[config.mk]
export PLATFORM = sky130hd
export DESIGN_NAME = mem_access_wb
export DESIGN_NICKNAME = d
export VERILOG_FILES = /design/src/rtl/mem_access_wb.sv
export SDC_FILE = /design/constraint.sdc
export NUM_CORES = 1
export LEC_CHECK = 0
export ABC_AREA = 1
export BUFFER_PORTS_ARGS = -buffer_cell sky130_fd_sc_hd__buf_4
export CAP_MARGIN = 20
export CORE_AREA = 5 5 152 154
export CTS_BUF_LIST = sky130_fd_sc_hd__clkbuf_4 sky130_fd_sc_hd__clkbuf_8
export DETAILED_ROUTE_END_ITERATION = 6
export DIE_AREA = 0 0 157 159
export HOLD_SLACK_MARGIN = 0.05
export PLACE_DENSITY = 0.68
export SETUP_SLACK_MARGIN = 0.4
export SYNTH_ARGS = -nofsm -noshare
export SYNTH_HDL_FRONTEND = slang
export SYNTH_SLANG_ARGS = --single-unit
[constraint.sdc]
create_clock -name clk -period 3 [get_ports clk]
set_input_delay 0.6 -clock clk [delete_from_list [all_inputs] [get_ports clk]]
set_output_delay 0.6 -clock clk [all_outputs]
set_load 0.05 [all_outputs]
[src/rtl/mem_access_wb.sv]
// Memory-access / writeback stage: single-outstanding data-memory handshake with pipeline stall.
// Optional MEM_ACCESS_TIMEOUT_EN adds an 8-bit access timeout that raises a sticky dmem_err.
module mem_access_wb (
    input  logic        clk,
    input  logic        reset,
    input  logic        RegWrite,
    input  logic        MemtoReg,
    input  logic        MemWrite,
    input  logic [63:0] AluOut,
    input  logic [63:0] DataOut,
    input  logic [4:0]  Rd_out,
    output logic        dmem_req,
    output logic        dmem_we,
    output logic [63:0] dmem_addr,
    output logic [63:0] dmem_wdata,
    input  logic        dmem_ack,
    input  logic [63:0] dmem_rdata,
    output logic        stall,
    output logic        wb_reg_write,
    output logic [4:0]  wb_rd,
    output logic [63:0] wb_data,
    output logic        dmem_err
);
    typedef enum logic {IDLE, ACCESS} state_t;

    typedef struct packed {
        logic       reg_write;
        logic       is_load;
        logic [4:0] rd;
    } pend_t;

    state_t state;
    pend_t  pend;
    logic   memop;
    logic   timeout;

    assign memop = MemtoReg | MemWrite;

`ifdef MEM_ACCESS_TIMEOUT_EN
    logic [7:0] to_cnt;

    // to_cnt counts finished no-ack cycles, so 254 means this is the 255th ACCESS cycle
    assign timeout = (state == ACCESS) && !dmem_ack && (to_cnt == 8'd254);

    always_ff @(posedge clk) begin
        if (reset)
            to_cnt <= 8'd0;
        else if (state == IDLE)
            to_cnt <= 8'd0;
        else if (!dmem_ack)
            to_cnt <= to_cnt + 8'd1;
    end

    always_ff @(posedge clk) begin
        if (reset)
            dmem_err <= 1'b0;
        else if (timeout)
            dmem_err <= 1'b1;
    end
`else
    assign timeout  = 1'b0;
    assign dmem_err = 1'b0;
`endif

    always_comb begin
        stall = 1'b0;
        if (!reset) begin
            case (state)
                IDLE:    stall = memop;
                ACCESS:  stall = !dmem_ack && !timeout;
                default: stall = 1'b0;
            endcase
        end
    end

    always_ff @(posedge clk) begin
        if (reset) begin
            state        <= IDLE;
            pend         <= '0;
            dmem_req     <= 1'b0;
            dmem_we      <= 1'b0;
            dmem_addr    <= 64'd0;
            dmem_wdata   <= 64'd0;
            wb_reg_write <= 1'b0;
            wb_rd        <= 5'd0;
            wb_data      <= 64'd0;
        end else begin
            case (state)
                IDLE: begin
                    if (memop) begin
                        // store wins when both flags are set
                        state          <= ACCESS;
                        dmem_req       <= 1'b1;
                        dmem_we        <= MemWrite;
                        dmem_addr      <= AluOut;
                        dmem_wdata     <= DataOut;
                        pend.reg_write <= RegWrite;
                        pend.is_load   <= !MemWrite;
                        pend.rd        <= Rd_out;
                        wb_reg_write   <= 1'b0;
                    end else begin
                        wb_reg_write   <= RegWrite && (Rd_out != 5'd0);
                        wb_rd          <= Rd_out;
                        wb_data        <= AluOut;
                    end
                end
                ACCESS: begin
                    wb_reg_write <= 1'b0;
                    if (dmem_ack) begin
                        state    <= IDLE;
                        dmem_req <= 1'b0;
                        if (pend.is_load) begin
                            wb_reg_write <= pend.reg_write && (pend.rd != 5'd0);
                            wb_rd        <= pend.rd;
                            wb_data      <= dmem_rdata;
                        end
                    end else if (timeout) begin
                        state    <= IDLE;
                        dmem_req <= 1'b0;
                    end
                end
                default: state <= IDLE;
            endcase
        end
    end
endmodule

# Word-level counts from Yosys, hierarchy flattened
# Cells that the tools add are included.
# Widths: inputs -> output; s select.
op_classes:
  eq_ne: 4
  muxes: 20
  n_bitwise: 2
  n_reduce_logical: 9
op_table:
  columns: ["op", "n"]
  rows:
  - ["$mux 64", 3]
  - ["$pmux 64 s2", 1]
  - ["$mux 5", 3]
  - ["$pmux 5 s2", 1]
  - ["$reduce_bool 5->1", 2]
  - ["$mux 1", 8]
  - ["$pmux 1 s2", 4]
  - ["$ne 2x2->1 const B", 3]
  - ["$reduce_and 2->1", 2]
  - ["$reduce_and 3->1", 1]
  - ["$logic_and 1x1->1", 2]
  - ["$logic_not 1->1", 2]
  - ["$ne 2x1->1 const B", 1]
  - ["$not 1->1", 1]
  - ["$or 1x1->1", 1]
word_totals:
  ff_bits: 208
  in_bits: 203
  output_inout_bits: 202
  wordCells: 46

# Longest topological paths before layout
logic_depth:
  depth_word: 5
  ltp_mapped: 9
  depth_no_buf: 6

# Worst setup path after synthesis
# No wires, ideal clock.
synth_path:
  path_type: "input port to output port"
  start: "input reset"
  end: "output stall"
  arrival_ps: 1747
  required_ps: 2400
  slack_ps: 653
  stages: 4
  n_path_buf: 1
  path_cell_list: "inv_1 -> buf_2 -> nand2_1 -> a21oi_1"
synth_between:
  elab_chain_len: 1
synth_lines:
  columns: ["element", "line_no", "rtl"]
  rows:
  - ["from (decl)", "5", "input logic reset,"]
  - ["$mux 1", "67", "if (!reset) begin"]
  - ["to (decl)", "18", "output logic stall,"]
# Every way passes these cells.

# Final worst setup path
layout_path:
  start: "register state"
  end: "output stall"
layout_between:
  elab_chain_len: 3
layout_lines:
  columns: ["element", "line_no", "rtl"]
  rows:
  - ["from (decl)", "32", "state_t state;"]
  - ["from (signal assigned)", "78", "state <= IDLE;"]
  - ["from (signal assigned)", "92", "state <= ACCESS;"]
  - ["from (signal assigned)", "110", "state <= IDLE;"]
  - ["$not 1->1 (no source line)", null, null]
  - ["$pmux 1 s2 *", "68", "case (state)"]
  - ["$mux 1 *", "67", null]
# Mark *: on every way between the ends. The rest lies on a longest branch, timed or not.

==> metrics <==
IO buf count=403; max-cap viol count=0; Setup Buffers After CTS=0; status=finished clean; Global Route Usage Sum=21.92%; total grt overflow=0; pre-CTS setup slack=0.6716 ns; Yosys reg bits=208; Hold EP=wb_reg_write; FILL cells=2,120; reg-to-reg slack, setup=0.93 ns; Comb pwr share=27.2%; Syn Nets=1,342; WS Path Type=reg -> out; Net Sw Power=0.002747 W; core footprint=0.02155 mm^2; Seq/Total Area, Yosys=51.73%; row count=54; hold path start=reset; final number of setup-violating endpoints=0; Ports=405; relative slew slack=34.35%; clk slew on worst S/H paths=0.06 ns; first-pass GRT wire length=44.53 mm; clock insertion delay at the later pin of the skew report=0.51 ns; critical path data required time=2.40 ns; Final period util=80.14%; CP max FO=71; cell depth of the worst flop-to-flop path=7; number of synthesis warnings=0; fin worst setup slack=0.5958 ns; total die area=0.02496 mm^2; Synth Cell Area=0.008049 mm^2; Detailed Route Iter0 Violations=551; Worst EP arrival=1.80 ns; max-slew violation count=0; RSZ-0062 raised after global routing=false; hold_buf cts=0; Setup TNS=0 ns; Clock Skews=0.01466 ns; Sequential Area=0.004165 mm^2; Initial Util=37.34%; Fin. Hold Viols=0; synthesis-to-finish area growth=47.69%; sw frac=34.35%; share of post-route cells with drive strength above 1=31.46%; Via density=4.752; Power Dens Cells=672.8 mW/mm^2; largest net degree at the start of global routing=205; WL/cell=16.12 um; clock network fraction of total power=33.4%; Clock Tree Buf Depth=3; highest clock rate=415.9 MHz; internal power=0.005251 W; reg2reg start=state; number of remaining DRC errors=0; clock root buffer=clkbuf_8; antenna-violating nets left=0; CTS tree=built; Peak VDD IR=0.0003300 V; initial antenna violation count=2; LEAKAGE=6.046 nW; Tightest Pin Transition=0.9848 ns; Detailed Route WL=29.22 mm; Hold/Removal Path Class=in -> reg; commonest cells after routing, fill and taps aside=413 x nor2_1, 410 x buf_4, 212 x nand2_1, 207 x dfxtp_1, 173 x o21ai_0; Post-Syn Area per Cell=7.067 um^2; gpl congestion=0.8086; first drt pass iteration count=5; Reg power frac=39.4%; Die W=157 um; nature of the critical path startpoint=flip-flop; DIE HEIGHT=159 um; nets=1,714; DP HPWL=20.26 mm; Unique masters post-synth=18; vias in the first global route=8,230; commonest non-fill, non-tap cell in the layout=nor2_1; CTS Buf Count=38; area of the multi-input gates=0.003445 mm^2; Final Critical Period=2.404 ns; routed vias=8,615; CTS sink cnt=208; Hold Path Depth=2; H-tree levels=2; crit end category=primary output; Reg-to-Reg End=wb_data[10]; cell count after synthesis=1,139
## power by group through the flow
stage / clock network (W) / registers, W / logic (W)
global placement: 0 / 0.00320 / 0.00218
global route: 0.00290 / 0.00318 / 0.00233
floorplan: 0 / 0.00403 / 0.000580
finish: 0.00267 / 0.00315 / 0.00217
detailed placement: 0 / 0.00320 / 0.00219
CTS: 0.00276 / 0.00315 / 0.00219
## registers in the layout, summed over array words and instances, names as in the netlist
name          flops
dmem_req          1
pend              7
dmem_wdata       64
wb_rd             5
dmem_addr        64
state             1
dmem_we           1
wb_data          64
wb_reg_write      1
## worst max-delay path by stage
stage	start	endpoint	slack [ns]
2_1_floorplan	reset	stall	0.65
3_3_place_gp	MemWrite	wb_data[25]	0.71
3_5_place_dp	MemWrite	wb_data[25]	0.67
4_1_cts	state	stall	0.51
5_1_grt	state	stall	0.44
6_report	state	stall	0.60
## repair_timing
item | CTS | global route
endpoints found under the setup margin | 1 | 1
pin swaps | 0 | 0
resized for setup | 1 | 1
cloned | 0 | 0
## per-layer routing
metal  GRT usage [%]  up-vias  part of all wire, %
li1                -     4325                    -
met1           25.63     3869                   39
met2           36.67      366                   48
met3           8.290       53                   11
met4           7.613        2                  3.2
met5               0        -                0.044
## cells in the mapped netlist
library cell | instances | share of area [%]
nor2_1 | 413 | 19
nand2_1 | 212 | 9.9
dfxtp_1 | 208 | 52
o21ai_0 | 173 | 11
clkbuf_1 | 33 | 1.5
buf_2 | 32 | 2.0
o21ai_1 | 31 | 1.9
buf_4 | 11 | 1.0
a21oi_1 | 6 | 0.37
inv_1 | 5 | 0.23
buf_6 | 4 | 0.56
nand3_1 | 3 | 0.19
inv_2 | 2 | 0.093
nand2_2 | 2 | 0.16
buf_1 | 1 | 0.047
conb_1 | 1 | 0.047
inv_4 | 1 | 0.078
o21ai_2 | 1 | 0.11
## kinds of logic (layout without fill, tap and decap cells)
kind of cell           Yosys count  after routing  synth area share, %
AO/OA/AOI/OAI                  211            211                13.17
buffers and inverters           89            482                5.565
flip-flops                     208            208                51.73
other                            1              2              0.04659
AND/OR/NAND/NOR                630            630                29.49
## through the flow
step	hold slack, ns	instance area, um^2	utilization [%]	total power (W)	instances
CTS	0.2694	11880	55.13	0.008099	1812
detailed placement	0.4484	11120	51.61	0.005392	1751
global route	0.2752	11890	55.16	0.008411	1813
floorplan	0.4295	8049	-	0.004606	1139
global placement	0.4515	11120	51.61	0.005371	1751
finish	0.3041	11890	55.16	0.007998	1813
## worst max-delay path: stages, from the launching register on
cell      delay, ns
dfxtp_2        0.36
clkbuf_8       0.45
nand2_1        0.09
nand2_1        0.14
a21oi_1        0.06
buf_4          0.21
## layout make-up
type                    instances  area share (%)
clock inverters                 2          0.1053
inverters                       8          0.3158
clock buffers                  59           6.252
well taps                     280           2.947
repair buffers                413           26.34
diodes                          1         0.02105
multi-input cells             842           28.98
flip-flops and latches        208           35.04
No activity file was read; power rests on OpenSTA's default activity.
